### src/rtl/counter_seq_pkg.sv
// rtl/counter_seq_pkg.sv - shared widths, direction encodings and FSM states for the counter sequencer
package counter_seq_pkg;

   localparam int WIDTH    = 4;
   localparam int ROUNDS_W = 4;

   localparam logic DIR_UP   = 1'b0;
   localparam logic DIR_DOWN = 1'b1;

   typedef enum logic [1:0] {
      ST_IDLE = 2'd0,
      ST_LOAD = 2'd1,
      ST_RUN  = 2'd2,
      ST_DONE = 2'd3
   } state_t;

endpackage

### src/rtl/counter_core_4bit.sv
// rtl/counter_core_4bit.sv - loadable up/down counter, load has priority over enable
module counter_core_4bit
   import counter_seq_pkg::*;
#(
   parameter int CW = WIDTH
) (
   input  logic          clk,
   input  logic          rst,
   input  logic          en,
   input  logic          ld,
   input  logic          dir,
   input  logic [CW-1:0] ld_val,
   output logic [CW-1:0] count
);

   localparam logic [CW-1:0] ONE = {{(CW-1){1'b0}}, 1'b1};

   // Natural modulo-2^CW wrap in both directions.
   always_ff @(posedge clk or posedge rst) begin
      if (rst) begin
         count <= '0;
      end else if (ld) begin
         count <= ld_val;
      end else if (en) begin
         count <= (dir == DIR_DOWN) ? (count - ONE) : (count + ONE);
      end
   end

endmodule

### src/rtl/counter_sequencer_4bit.sv
// rtl/counter_sequencer_4bit.sv - sequences the loadable counter through a programmed multi-pass run
module counter_sequencer_4bit
   import counter_seq_pkg::*;
#(
   parameter int WIDTH    = counter_seq_pkg::WIDTH,
   parameter int ROUNDS_W = counter_seq_pkg::ROUNDS_W
) (
   input  logic                clk,
   input  logic                rst,
   input  logic                start,
   input  logic                stop,
   input  logic                cfg_dir,
   input  logic [WIDTH-1:0]    cfg_load,
   input  logic [WIDTH-1:0]    cfg_term,
   input  logic [ROUNDS_W-1:0] cfg_rounds,
   output logic [WIDTH-1:0]    count,
   output logic                busy,
   output logic                tc_pulse,
   output logic                done,
   output logic [ROUNDS_W-1:0] round_cnt
);

   localparam logic [ROUNDS_W-1:0] ONE_R = {{(ROUNDS_W-1){1'b0}}, 1'b1};

   state_t state, state_nx;

   logic                dir_sh;
   logic [WIDTH-1:0]    load_sh;
   logic [WIDTH-1:0]    term_sh;
   logic [ROUNDS_W-1:0] rounds_sh;

   logic                capture;
   logic                core_en;
   logic                core_ld;
   logic                tc_nx;
   logic [ROUNDS_W-1:0] round_nx;
   logic                at_term;
   logic                last_pass;

   assign at_term   = (count == term_sh);
   assign last_pass = (rounds_sh != '0) && ((round_cnt + ONE_R) == rounds_sh);

   always_comb begin
      state_nx = state;
      capture  = 1'b0;
      core_en  = 1'b0;
      core_ld  = 1'b0;
      tc_nx    = 1'b0;
      round_nx = round_cnt;
      unique case (state)
         ST_IDLE: begin
            if (start && !stop) begin
               capture  = 1'b1;
               state_nx = ST_LOAD;
            end
         end
         ST_LOAD: begin
            if (stop) begin
               state_nx = ST_IDLE;
            end else begin
               core_ld  = 1'b1;
               round_nx = '0;
               state_nx = ST_RUN;
            end
         end
         ST_RUN: begin
            if (stop) begin
               state_nx = ST_IDLE;
            end else if (!at_term) begin
               core_en = 1'b1;
            end else begin
               // Pass boundary: round_cnt wraps naturally in continuous mode.
               tc_nx    = 1'b1;
               round_nx = round_cnt + ONE_R;
               if (last_pass) begin
                  state_nx = ST_DONE;
               end else begin
                  core_ld = 1'b1;
               end
            end
         end
         ST_DONE: begin
            state_nx = ST_IDLE;
         end
         default: begin
            state_nx = ST_IDLE;
         end
      endcase
   end

   always_ff @(posedge clk or posedge rst) begin
      if (rst) begin
         state     <= ST_IDLE;
         round_cnt <= '0;
         busy      <= 1'b0;
         tc_pulse  <= 1'b0;
         done      <= 1'b0;
      end else begin
         state     <= state_nx;
         round_cnt <= round_nx;
         busy      <= (state_nx == ST_LOAD) || (state_nx == ST_RUN);
         tc_pulse  <= tc_nx;
         done      <= (state_nx == ST_DONE);
      end
   end

   // Configuration is frozen at launch so a run ignores later cfg changes.
   always_ff @(posedge clk or posedge rst) begin
      if (rst) begin
         dir_sh    <= DIR_UP;
         load_sh   <= '0;
         term_sh   <= '0;
         rounds_sh <= '0;
      end else if (capture) begin
         dir_sh    <= cfg_dir;
         load_sh   <= cfg_load;
         term_sh   <= cfg_term;
         rounds_sh <= cfg_rounds;
      end
   end

   counter_core_4bit #(
      .CW (WIDTH)
   ) u_core (
      .clk    (clk),
      .rst    (rst),
      .en     (core_en),
      .ld     (core_ld),
      .dir    (dir_sh),
      .ld_val (load_sh),
      .count  (count)
   );

endmodule

### config.mk
export PLATFORM = sky130hd
export DESIGN_NAME = counter_sequencer_4bit
export DESIGN_NICKNAME = d
export VERILOG_FILES = /design/src/rtl/counter_seq_pkg.sv /design/src/rtl/counter_core_4bit.sv /design/src/rtl/counter_sequencer_4bit.sv
export SDC_FILE = /design/constraint.sdc
export NUM_CORES = 1
export LEC_CHECK = 0
export BUFFER_PORTS_ARGS = -buffer_cell sky130_fd_sc_hd__buf_2
export CORE_ASPECT_RATIO = 1.75
export CORE_UTILIZATION = 58
export DETAILED_ROUTE_END_ITERATION = 10
export GPL_TIMING_DRIVEN = 0
export PLACE_DENSITY = 0.87
export SLEW_MARGIN = 10
export SYNTH_ARGS = -nofsm -noshare
export SYNTH_HDL_FRONTEND = slang
export SYNTH_SLANG_ARGS = --single-unit
### constraint.sdc
create_clock -name clk -period 6.2 [get_ports clk]
set_clock_uncertainty 0.05 [all_clocks]
set_input_delay 0.93 -clock clk [delete_from_list [all_inputs] [get_ports clk]]
set_output_delay 0.93 -clock clk [all_outputs]
set_load 0.01 [all_outputs]
==> summary.txt, run 1 <==
Synthesis
  – Main combinational cell family by area after synthesis: multiplexers
  – Cells after synthesis: 113
  – Mapped Nets: 139
  – Area of the mapped netlist: 1410 µm²
  – Most instantiated flip-flop cell in the synthesis netlist: sky130_fd_sc_hd__dfrtp_1
  – Syn avg cell area: 12.4 µm²
  – Adder-Cell Fraction of Synth Area: 0.0855
  – EDFF count, synth: 0
  – Mux cell area share after synthesis: 0.167
  – Share of synthesized registers carrying an async set or reset: 1.00
  – Fraction of the mapped netlist area in compound gates: 0.0899
  – Share of the synthesized netlist area taken by xor and xnor gates: 0.0873
  – Synthesis warning total: 0
  – Simple-gate portion of the synthesized area: 0.0837
  – Number of synthesized register bits: 26
  – Count of cell types in the netlist: 30
  – Part of the Yosys area used for sequential elements: 0.463

Power and ir drop
  – PwrDens: 407 nW/µm²
  – Leakage power of the design: 0.000788 µW
  – Peak ir drop on the vdd network: 292 µV

Final layout
  – Diode insertion count for antenna repair: 0
  – Post-route design area: 1640 µm²
  – Most common library cell in the layout ignoring fill and taps: sky130_fd_sc_hd__buf_2
  – Area overhead of the layout relative to synthesis: 16.9%
  – Fillers: 178
  – Share of post-route cells with drive strength above 1: 0.361
  – Top library cells by usage in the layout, fill and taps aside: sky130_fd_sc_hd__buf_2 (27), sky130_fd_sc_hd__dfrtp_1 (26), sky130_fd_sc_hd__mux2_2 (15), sky130_fd_sc_hd__xnor2_1 (8), sky130_fd_sc_hd__ha_1 (8)
  – Final nets: 171

STA
  – Worst slew margin relative to its limit: 0.358
  – Worst hold slack: 0.446 ns
  – Total negative slack for setup checks: 0 ns
  – Hold Vio Cnt, Final: 0
  – Setup repair after global routing missed its margin: no
  – Final clock period utilization by the worst path: 0.385
  – Final setup violating endpoints: 0
  – Worst-margin pin slew: 0.962 ns
  – Post-layout minimum cycle time: 2.39 ns
  – Max-slew violations: 0
  – F_max: 419 MHz

CTS
  – Maximum clock path buffer count: 2
  – Post-cts resize count: 0
  – Hold_buf cts: 0
  – Clock buffers created by TritonCTS: 3
  – Number of sinks on the clock net: 26
  – Clk slew on worst S/H paths: 0.09 ns
  – Root cell of the clock tree: sky130_fd_sc_hd__clkbuf_8
  – H-tree level count: 1
  – Post-CTS setup buffer count: 0
  – Later-pin clock latency in the skew report: 0.27 ns
  – CTS tree: yes

Route
  – Final WL: 2.66 mm
  – Routed wirelength normalized by instance count: 15.7 µm
  – Post-route DRC violation count: 0
  – First-pass iteration count of the detailed router: 4
  – Antenna viol nets, final: 0
  – Vias per cell: 5.64
  – Vias after detailed routing: 954
  – Number of design-rule violations left by the first detailed-router iteration: 14

Place
  – Port buffer count: 27
  – Detailed placement HPWL: 1.95 mm
  – RePlAce Congestion: 0.747
  – Placed inst area: 1570 µm²

Floorplanning
  – Starting utilization of the core area: 0.610
  – Die Y: 67.1 µm
  – Number of rows in the core area: 23
  – Core outline area: 2300 µm²
  – Floorplan die width: 39.2 µm
  – Ports placed on the boundary: 28
  – Full die area: 2630 µm²

Worst setup path
  – Critical Path End Type: flip-flop
  – Arrival time at the worst endpoint: 2.50 ns
  – Largest fanout on the critical path: 8
  – FF-to-FF path depth: 5
  – Startpoint types: flip-flop
  – Crit Path Class: reg -> reg
  – Required @ worst endpoint: 6.31 ns

Global routing
  – GRT Residual Overflow: 0
  – Global-route wire length before repair: 4.21 mm
  – Number of global-route vias before repair: 987
  – Initial antenna violation count: 0
  – Global-route usage over all layers: 0.242
  – Pin count of the biggest net entering global routing: 27

Worst hold path
  – Tightest Hold Check Type: reg -> reg
  – Hold Crit Depth: 1

Outcome
  – Result of the run: finished clean

Job
  – Max-cap violations: 0
==> registers in the layout, indices dropped and copies added, names as in the netlist <==
name / flops
busy: 1
term_sh: 4
state: 2
dir_sh: 1
done: 1
load_sh: 4
tc_pulse: 1
rounds_sh: 4
round_cnt: 4
u_core.count: 4
==> cells by family (layout without fill, tap and decap cells) <==
group,Yosys count,after routing
AOI/OAI and AO/OA,15,15
and+or+nand+nor,20,20
xor gates and xnor gates,14,14
DFF,26,26
adders and majority gates,9,9
muxes,21,21
buffers and inverters,8,39
==> power by group <==
| group | switching (µW) | internal (µW) | leakage (µW) |
|---|---|---|---|
| clock | 54.2 | 86.5 | 0.0000357 |
| sequential | 49.0 | 224 | 0.000323 |
| combinational | 122 | 133 | 0.000429 |
| total | 225 | 443 | 0.000788 |
==> worst paths after layout <==
path,slack [ns],start,end
max in group asynchronous,4.71,rst,tc_pulse$_DFF_PP0_
min in group asynchronous,0.81,rst,round_cnt[1]$_DFFE_PP0P_
min,0.45,load_sh[0]$_DFFE_PP0P_,u_core.count[0]$_DFFE_PP0P_
min reg2reg,0.45,load_sh[0]$_DFFE_PP0P_,u_core.count[0]$_DFFE_PP0P_
max reg2reg,3.81,state[0]$_DFF_PP0_,u_core.count[2]$_DFFE_PP0P_
max,3.81,state[0]$_DFF_PP0_,u_core.count[2]$_DFFE_PP0P_
==> critical path, cell delays in order, from the launching register on <==
cell and delay (ns):
sky130_fd_sc_hd__dfrtp_1 0.42, sky130_fd_sc_hd__inv_1 0.13, sky130_fd_sc_hd__ha_1 0.34, sky130_fd_sc_hd__nor3b_1 0.66
sky130_fd_sc_hd__mux2_2 0.41, sky130_fd_sc_hd__mux2_1 0.28
==> area by class of cell <==
class / count / area (µm²) / area share
Buffer: 2 / 11.3 / 0.00685
Timing Repair Buffer: 27 / 135 / 0.0823
Tap cell: 25 / 31.3 / 0.0190
Sequential cell: 26 / 651 / 0.396
Inverter: 6 / 22.5 / 0.0137
Multi-Input combinational cell: 79 / 721 / 0.439
Clock buffer: 3 / 41.3 / 0.0251
Clock inverter: 1 / 30.0 / 0.0183
==> cells in the mapped netlist, drive strengths merged, types with 2 or more instances <==
cell   number  area share
xor2        6       0.037
buf         2      0.0080
nand2       7       0.019
xnor2       8       0.050
o31a        2       0.012
ha          8       0.071
a21oi       6       0.021
inv         6       0.016
nor2        3      0.0080
mux2       19        0.15
nor2b       2      0.0089
mux2i       2       0.014
a22o        2       0.012
dfrtp      26        0.46
==> per-layer routing <==
layer / share of wire / track usage
met1: 0.36 / 0.256
met2: 0.58 / 0.431
met3: 0.032 / 0.0400
met4: 0.029 / 0.125
met5: 0 / 0
==> per-stage QoR <==
| stage | total power [µW] | worst slack [ns] | std cells | util |
|---|---|---|---|---|
| after floorplan | 457 | 4.01 | 113 | - |
| final | 668 | 3.81 | 169 | 0.714 |
| after global routing | 705 | 3.70 | 169 | 0.714 |
| after detailed placement | 525 | 3.72 | 165 | 0.683 |
| after CTS | 673 | 3.83 | 169 | 0.714 |
| after global placement | 502 | 3.75 | 165 | 0.683 |
No activity file was read; power rests on OpenSTA's default activity.
==> inputs of run 2 (changes only) <==
Settings changed: CORE_UTILIZATION 58 to 54, PLACE_DENSITY 0.87 to 0.82.
Clock period 6.2 ns to 2.3 ns, I/O delays scaled along.
==> summary.txt, run 2 (synthesis results as in run 1) <==
Outcome
  – Result of the run: finished clean (unchanged)

Final layout
  – Fin util: 0.654 (was 0.714)
  – Filler-free cell count of the finished design: 169 (unchanged)
  – Top library cells by usage in the layout, fill and taps aside: sky130_fd_sc_hd__buf_2 (27), sky130_fd_sc_hd__dfrtp_1 (25), sky130_fd_sc_hd__mux2_2 (15), sky130_fd_sc_hd__xnor2_1 (8), sky130_fd_sc_hd__ha_1 (8) (was sky130_fd_sc_hd__buf_2 (27), sky130_fd_sc_hd__dfrtp_1 (26), sky130_fd_sc_hd__mux2_2 (15), sky130_fd_sc_hd__xnor2_1 (8), sky130_fd_sc_hd__ha_1 (8))
  – Fillers: 196 (was 178)
  – Most common library cell in the layout ignoring fill and taps: sky130_fd_sc_hd__buf_2 (unchanged)
  – Share of post-route cells with drive strength above 1: 0.371 (was 0.361)
  – Area occupied by registers: 652 µm² (was 651 µm²)
  – Multi-input gate area: 734 µm² (was 721 µm²)
  – Final nets: 171 (unchanged)
  – Area overhead of the layout relative to synthesis: 15.9% (was 16.9%)
  – Post-route design area: 1630 µm² (was 1640 µm²)
  – Diode insertion count for antenna repair: 0 (unchanged)

CTS
  – Maximum clock path buffer count: 2 (unchanged)
  – Hold_buf cts: 0 (unchanged)
  – Later-pin clock latency in the skew report: 0.27 ns (about the same)
  – Number of sinks on the clock net: 26 (unchanged)
  – H-tree level count: 1 (unchanged)
  – Clock buffers created by TritonCTS: 3 (unchanged)
  – CTS tree: yes (unchanged)
  – Root cell of the clock tree: sky130_fd_sc_hd__clkbuf_8 (unchanged)
  – Clk slew on worst S/H paths: 0.08 ns (was 0.09 ns)
  – Post-cts resize count: 0 (unchanged)
  – Post-CTS setup buffer count: 0 (unchanged)

Route
  – Vias after detailed routing: 952 (was 954)
  – Vias per cell: 5.63 (was 5.64)
  – Antenna viol nets, final: 0 (unchanged)
  – Routed wirelength normalized by instance count: 14.7 µm (was 15.7 µm)
  – Number of design-rule violations left by the first detailed-router iteration: 7 (was 14)
  – First-pass iteration count of the detailed router: 2 (was 4)
  – Post-route DRC violation count: 0 (unchanged)
  – Final WL: 2.49 mm (was 2.66 mm)

Job
  – Max-cap violations: 0 (unchanged)

STA
  – Worst-margin pin slew: 0.963 ns (was 0.962 ns)
  – Final setup violating endpoints: 0 (unchanged)
  – Post-layout minimum cycle time: 2.21 ns (was 2.39 ns)
  – Final clock period utilization by the worst path: 0.962 (was 0.385)
  – Hold Vio Cnt, Final: 0 (unchanged)
  – F_max: 452 MHz (was 419 MHz)
  – Worst slew margin relative to its limit: 0.357 (was 0.358)
  – Setup repair after global routing missed its margin: yes (was no)
  – Max-slew violations: 0 (unchanged)
  – Worst hold slack: 0.235 ns (was 0.446 ns)

Place
  – Detailed placement HPWL: 1.95 mm (about the same)
  – RePlAce Congestion: 0.783 (was 0.747)
  – Placed inst area: 1570 µm² (about the same)
  – Port buffer count: 27 (unchanged)
  – Cells after DPL: 166 (was 165)

Global routing
  – Initial antenna violation count: 0 (unchanged)
  – Pin count of the biggest net entering global routing: 27 (unchanged)
  – GRT Residual Overflow: 0 (unchanged)
  – Number of global-route vias before repair: 994 (was 987)
  – Global-route wire length before repair: 4.11 mm (was 4.21 mm)
  – Global-route usage over all layers: 0.210 (was 0.242)

Worst setup path
  – Arrival time at the worst endpoint: 2.32 ns (was 2.50 ns)
  – Largest fanout on the critical path: 8 (unchanged)
  – Required @ worst endpoint: 2.40 ns (was 6.31 ns)
  – Critical Path End Type: flip-flop (unchanged)
  – Crit Path Class: reg -> reg (unchanged)
  – FF-to-FF path depth: 7 (was 5)
  – Startpoint types: flip-flop (unchanged)

Power and ir drop
  – Leakage power of the design: 0.000775 µW (was 0.000788 µW)
  – Pwr Total: 1660 µW (was 668 µW)
  – Peak ir drop on the vdd network: 612 µV (was 292 µV)
  – PwrDens: 1020 nW/µm² (was 407 nW/µm²)

Floorplanning
  – Full die area: 2820 µm² (was 2630 µm²)
  – Core outline area: 2490 µm² (was 2300 µm²)
  – Floorplan die width: 40.6 µm (was 39.2 µm)
  – Number of rows in the core area: 24 (was 23)
  – Die Y: 69.5 µm (was 67.1 µm)
  – Starting utilization of the core area: 0.564 (was 0.610)
  – Ports placed on the boundary: 28 (unchanged)

Worst hold path
  – Tightest Hold Check Type: in -> async (was reg -> reg)
[run 2: metrics by stage]
step | setup TNS, ns | worst slack (ns)
final | 0 | 0.0866
after detailed placement | 0 | 0.0344
after CTS | 0 | 0.0146
after floorplan | 0 | 0.216
after global placement | 0 | 0.0983
after global routing | -0.139 | -0.0415
[run 2: layer usage]
metal | wire length [µm] | track usage | up-vias
met1 | 878 | 0.197 | 477
met5 | 0 | 0 | -
met3 | 55 | 0.0321 | 7
met4 | 65 | 0.104 | 0
met2 | 1490 | 0.384 | 17
li1 | - | - | 451
[run 2: power breakdown]
group | total [µW] | leakage [µW] | switching (µW) | internal [µW]
Clock | 250 | 0.0000216 | 133 | 117
Combinational | 677 | 0.000432 | 319 | 358
Sequential | 734 | 0.000322 | 130 | 604
Total | 1660 | 0.000775 | 582 | 1080
[run 2: worst paths after layout]
| check | startpoint | endpoint | slack, ns |
|---|---|---|---|
| worst min register to register | load_sh[0]$_DFFE_PP0P_ | u_core.count[0]$_DFFE_PP0P_ | 0.45 |
| worst max register to register | u_core.count[1]$_DFFE_PP0P_ | u_core.count[1]$_DFFE_PP0P_ | 0.09 |
| worst min-delay path | rst | u_core.count[3]$_DFFE_PP0P_ | 0.24 |
| min in group clk | cfg_load[1] | load_sh[1]$_DFFE_PP0P_ | 0.25 |
| worst max-delay path | u_core.count[1]$_DFFE_PP0P_ | u_core.count[1]$_DFFE_PP0P_ | 0.09 |
| max in group asynchronous | rst | round_cnt[0]$_DFFE_PP0P_ | 1.32 |
[run 2: layout make-up]
cell class                 count  share of cell area
buffer                         2             0.00691
clock buffer                   3              0.0253
inverter                       6              0.0138
sequential                    26               0.400
timing repair buffer          27              0.0829
multi-input combinational     79               0.451
tap                           26              0.0200
[run 2: worst max-delay path: stages (launching register included)]
cell                      delay (ns)
sky130_fd_sc_hd__dfrtp_1        0.45
sky130_fd_sc_hd__xor2_1         0.21
sky130_fd_sc_hd__nor4_4         0.38
sky130_fd_sc_hd__and3b_1        0.21
sky130_fd_sc_hd__buf_4          0.15
sky130_fd_sc_hd__nand2_1        0.07
sky130_fd_sc_hd__o21ai_2        0.23
sky130_fd_sc_hd__mux2_1         0.35
